**config.mk**
```make
export PLATFORM = sky130hd
export DESIGN_NAME = mc_control_fsm
export DESIGN_NICKNAME = d
export VERILOG_FILES = /design/src/rtl/mc_control_fsm.sv
export SDC_FILE = /design/constraint.sdc
export NUM_CORES = 1
export LEC_CHECK = 0
export ABC_AREA = 1
export CAP_MARGIN = 10
export CORE_MARGIN = 2
export CORE_UTILIZATION = 38
export CTS_CLUSTER_DIAMETER = 80
export DETAILED_ROUTE_END_ITERATION = 16
export PLACE_DENSITY = 0.78
export SLEW_MARGIN = 5
export SYNTH_ARGS = -nofsm -noshare
export SYNTH_HDL_FRONTEND = slang
export SYNTH_SLANG_ARGS = --single-unit
export TNS_END_PERCENT = 1
```
**constraint.sdc**
```tcl
create_clock -name clk -period 1.5 [get_ports clk]
set_clock_uncertainty 0.1 [all_clocks]
set_input_delay 0.3 -clock clk [delete_from_list [all_inputs] [get_ports clk]]
set_output_delay 0.3 -clock clk [all_outputs]
set_load 0.02 [all_outputs]
```
**src/rtl/mc_control_fsm.sv**
```systemverilog
// Multicycle control unit for the 16-bit RISC core: sequences each instruction
// through fetch/decode/execute/memory/writeback and decodes datapath controls.
module mc_control_fsm #(
  parameter bit ILLEGAL_HALT = 1'b0
) (
  input  logic       clk,
  input  logic       rst_n,
  input  logic [3:0] opcode,
  input  logic       zero_flag,
  input  logic       mem_ready,
  output logic       mem_req,
  output logic       mem_we,
  output logic       iord,
  output logic       ir_write,
  output logic       pc_en,
  output logic [1:0] pc_src,
  output logic       alu_src_a,
  output logic [1:0] alu_src_b,
  output logic [2:0] alu_ctrl,
  output logic       reg_write,
  output logic       reg_dst,
  output logic       mem_to_reg,
  output logic       illegal_op,
  output logic       halted
);

  typedef enum logic [3:0] {
    S_RST, S_FETCH, S_DECODE, S_EXEC_R, S_EXEC_I, S_ALU_WB, S_MEM_ADDR,
    S_MEM_RD, S_MEM_WR, S_MEM_WB, S_BRANCH, S_JUMP, S_HALT
  } state_t;

  localparam logic [3:0] OP_ADDI = 4'h7;
  localparam logic [3:0] OP_LW   = 4'h8;
  localparam logic [3:0] OP_SW   = 4'h9;
  localparam logic [3:0] OP_BEQ  = 4'hA;
  localparam logic [3:0] OP_JMP  = 4'hB;
  localparam logic [3:0] OP_HALT = 4'hF;

  state_t state_reg;
  logic   is_r_type;
  logic   is_shift;

  assign is_r_type = (opcode[3] == 1'b0) && (opcode[2:0] != 3'b111);
  assign is_shift  = (opcode[3:2] == 2'b00) && (opcode[1:0] != 2'b11);

  always_ff @(posedge clk or negedge rst_n) begin
    if (!rst_n) begin
      state_reg <= S_RST;
    end else begin
      case (state_reg)
        S_RST:    state_reg <= S_FETCH;
        S_FETCH:  if (mem_ready) state_reg <= S_DECODE;
        S_DECODE: begin
          if (is_r_type)                               state_reg <= S_EXEC_R;
          else if (opcode == OP_ADDI)                  state_reg <= S_EXEC_I;
          else if (opcode == OP_LW || opcode == OP_SW) state_reg <= S_MEM_ADDR;
          else if (opcode == OP_BEQ)                   state_reg <= S_BRANCH;
          else if (opcode == OP_JMP)                   state_reg <= S_JUMP;
          else if (opcode == OP_HALT)                  state_reg <= S_HALT;
          else state_reg <= ILLEGAL_HALT ? S_HALT : S_FETCH;
        end
        S_EXEC_R:   state_reg <= S_ALU_WB;
        S_EXEC_I:   state_reg <= S_ALU_WB;
        S_ALU_WB:   state_reg <= S_FETCH;
        S_MEM_ADDR: state_reg <= (opcode == OP_LW) ? S_MEM_RD : S_MEM_WR;
        S_MEM_RD:   if (mem_ready) state_reg <= S_MEM_WB;
        S_MEM_WR:   if (mem_ready) state_reg <= S_FETCH;
        S_MEM_WB:   state_reg <= S_FETCH;
        S_BRANCH:   state_reg <= S_FETCH;
        S_JUMP:     state_reg <= S_FETCH;
        S_HALT:     state_reg <= S_HALT;
        default:    state_reg <= S_RST;
      endcase
    end
  end

  // Outputs depend on the live state, so an asynchronous reset drops them at once.
  always_comb begin
    mem_req    = 1'b0;
    mem_we     = 1'b0;
    iord       = 1'b0;
    ir_write   = 1'b0;
    pc_en      = 1'b0;
    pc_src     = 2'b00;
    alu_src_a  = 1'b0;
    alu_src_b  = 2'b00;
    alu_ctrl   = 3'b011;
    reg_write  = 1'b0;
    reg_dst    = 1'b0;
    mem_to_reg = 1'b0;
    illegal_op = 1'b0;
    halted     = 1'b0;
    case (state_reg)
      S_FETCH: begin
        mem_req   = 1'b1;
        alu_src_b = 2'b01;
        ir_write  = mem_ready;
        pc_en     = mem_ready;
      end
      S_DECODE: begin
        alu_src_b  = 2'b10;
        illegal_op = (opcode >= 4'hC) && (opcode <= 4'hE);
      end
      S_EXEC_R: begin
        alu_src_a = 1'b1;
        alu_src_b = is_shift ? 2'b11 : 2'b00;
        alu_ctrl  = opcode[2:0];
      end
      S_EXEC_I, S_MEM_ADDR: begin
        alu_src_a = 1'b1;
        alu_src_b = 2'b10;
      end
      S_ALU_WB: begin
        reg_write = 1'b1;
        reg_dst   = is_r_type;
      end
      S_MEM_RD: begin
        mem_req = 1'b1;
        iord    = 1'b1;
      end
      S_MEM_WR: begin
        mem_req = 1'b1;
        iord    = 1'b1;
        mem_we  = 1'b1;
      end
      S_MEM_WB: begin
        reg_write  = 1'b1;
        mem_to_reg = 1'b1;
      end
      S_BRANCH: begin
        alu_src_a = 1'b1;
        alu_ctrl  = 3'b100;
        pc_src    = 2'b01;
        pc_en     = zero_flag;
      end
      S_JUMP: begin
        pc_src = 2'b10;
        pc_en  = 1'b1;
      end
      S_HALT:  halted = 1'b1;
      default: ;
    endcase
  end

endmodule

```
==> metrics.csv <==
metric,value,unit
syn_area_per_cell,5.07,um2
clk sink count,4,
n_diodes,0,
Die Y,40.3,um
ANT nets after route,0,
failing checks,negative setup slack,
maximum VDD drop,1.22,mV
total CTS buffers,3,
YS warnings,0,
final net count,173,
cell row count,13,
WP buf/inv,3,
Crit Path Class,flop to primary output,
most frequent cells in the layout,"43 x buf_4, 26 x nand2_1, 14 x inv_1",
CTS tree,yes,
outcome,"complete, but fails checks",
number of port buffers,25,
crit path launch,state_reg[0],
Crit path largest cell delay,0.45,ns
Worst Tran Pin Value,0.288,ns
Power Dens Cells,2100,nW/um2
"most common cell after layout, fill and taps aside",buf_4,
"CTS clk-pin slew, worst paths",0.06,ns
Crit. End Element,primary output,
mapped cell area,502,um2
CTS HTree Levels,1,
Finished Layout Cells,178,
capture point of the critical path,alu_ctrl[1],
CP Data Arrival Time,1.53,ns
Syn Nets,107,
Die Wd,40.3,um
WP data required,1.10,ns
wire per inst,20.1,um
Final Hold Vio Count,0,
Final Power,2.50,mW
HP Class,input pin to asynchronous set/reset pin,
vias in the first global route,831,
synthesized flop and latch total,4,
drt first pass iters,5,
largest net degree at the start of global routing,7,
RR Startpoint,state_reg[3],
total track usage,0.328,
GP Congestion,0.880,
Slew Limit Fails,0,
"Top cell by count, worst path",inv_1,
Routed WL,3570,um
post-layout util,0.936,
RSZ-0062 raised after global routing,true,
vias,1075,
Largest register FFs,4,
initial antenna violation count,0,
static leakage,0.680,nW
core box area,1270,um2
CP Cell Sequence,"inv_1, nand2_2, nor2_4, nor2_2, inv_1, o21ai_1, buf_4",
r2r endpoint,state_reg[0],
startpoint types,flop,
max cap viols,0,
max frequency,0.519,GHz
setup TNS,-6.63,ns
Critical Path Stages,7,
Reg2Reg Depth,11,
Mapped Cells,99,
Fillers,46,
CTS Buffer Depth,2,
fin crit period,1.93,ns
GRT overflow,0,
# setup viols final,22,
DR iter-0 viols,99,
post-placement cell count,166,
Slew Limit Headroom,0.808,
# DRC,0,
hold_buf cts,0,
part of the Yosys area used for sequential elements,0.200,
die area,1630,um2
"delay-heaviest family, CP",flip-flops,
Tcrit/Tclk final,1.28,
Initial Util,0.395,
first-pass GRT wire length,3460,um
Worst Path Max Fanout,6,
Clock Latency Late Sink,0.27,ns
Detailed Place HPWL,1610,um
worst setup margin,-0.427,ns
Seq. cell area,104,um2
P&R area growth vs syn,137,%
critical path's slowest cell,dfrtp_2,
io pins,26,
multi-input gate area in the final layout,464,um2
post-synth cell types,14,
Root Buffer,clkbuf_4,
R2R Setup Slk,-0.31,ns
layout cell share with drive strength beyond 1,0.564,
Via density,6.04,
==> cell type report <==
cell class	instances	area share
sequential	4	0.0875
tap	15	0.0158
inverter	20	0.0695
clock buffer	3	0.0190
timing repair buffer	61	0.417
multi-input combinational	75	0.391
==> stage by stage <==
step / cell area, um2 / setup WS [ns] / hold slack (ns)
2_1_floorplan: 510 / -0.170 / -0.0956
3_3_place_gp: 982 / -0.644 / 0.408
3_5_place_dp: 982 / -0.719 / 0.412
4_1_cts: 1100 / -0.271 / 0.157
5_1_grt: 1190 / -0.512 / 0.144
6_report: 1190 / -0.427 / 0.128
==> power breakdown <==
part           switching, mW  internal (mW)
Sequential            0.0823          0.164
Combinational           1.19          0.902
Clock                 0.0723         0.0914
==> metal layers <==
layer,track usage,share of wire,vias to the layer above
li1,-,-,440
met1,0.337,0.35,470
met2,0.603,0.46,116
met3,0.0833,0.11,49
met4,0.158,0.076,0
met5,0,0,-
==> cells in the mapped netlist <==
| library cell | count | share of area |
|---|---|---|
| inv_1 | 19 | 0.14 |
| nand3_1 | 8 | 0.080 |
| nor2_2 | 1 | 0.012 |
| inv_2 | 1 | 0.0075 |
| dfrtp_1 | 4 | 0.20 |
| nand3_2 | 1 | 0.020 |
| a21oi_1 | 4 | 0.040 |
| nand2_2 | 1 | 0.012 |
| nor2_1 | 17 | 0.13 |
| o21ai_0 | 3 | 0.030 |
| nand2_1 | 34 | 0.25 |
| nand4_1 | 3 | 0.037 |
| o22ai_1 | 2 | 0.025 |
| nor4_1 | 1 | 0.012 |
==> cells by family after synthesis <==
group / count (synthesis) / synth area share
and+or+nand+nor: 66 / 0.556
DFF: 4 / 0.200
buffers and inverters: 20 / 0.150
AOI/OAI and AO/OA: 9 / 0.0948
==> how the worst min path moves through the flow <==
stage	end	cells past startpoint	slack, ns	startpoint
5_1_grt	state_reg[2]	1	0.14	rst_n
6_report	state_reg[2]	1	0.13	rst_n
3_5_place_dp	state_reg[2]	1	0.41	rst_n
3_3_place_gp	state_reg[2]	1	0.41	rst_n
4_1_cts	state_reg[2]	1	0.16	rst_n
2_1_floorplan	state_reg[0]	0	-0.1	rst_n
==> repair_timing <==
item                                    4_1_cts  5_1_grt
pin swaps                                     8        4
cloned                                        0        0
endpoints found under the setup margin       22       22
buffers inserted                              5        4
resized for setup                           127       19
No activity file was read; power rests on OpenSTA's default activity.
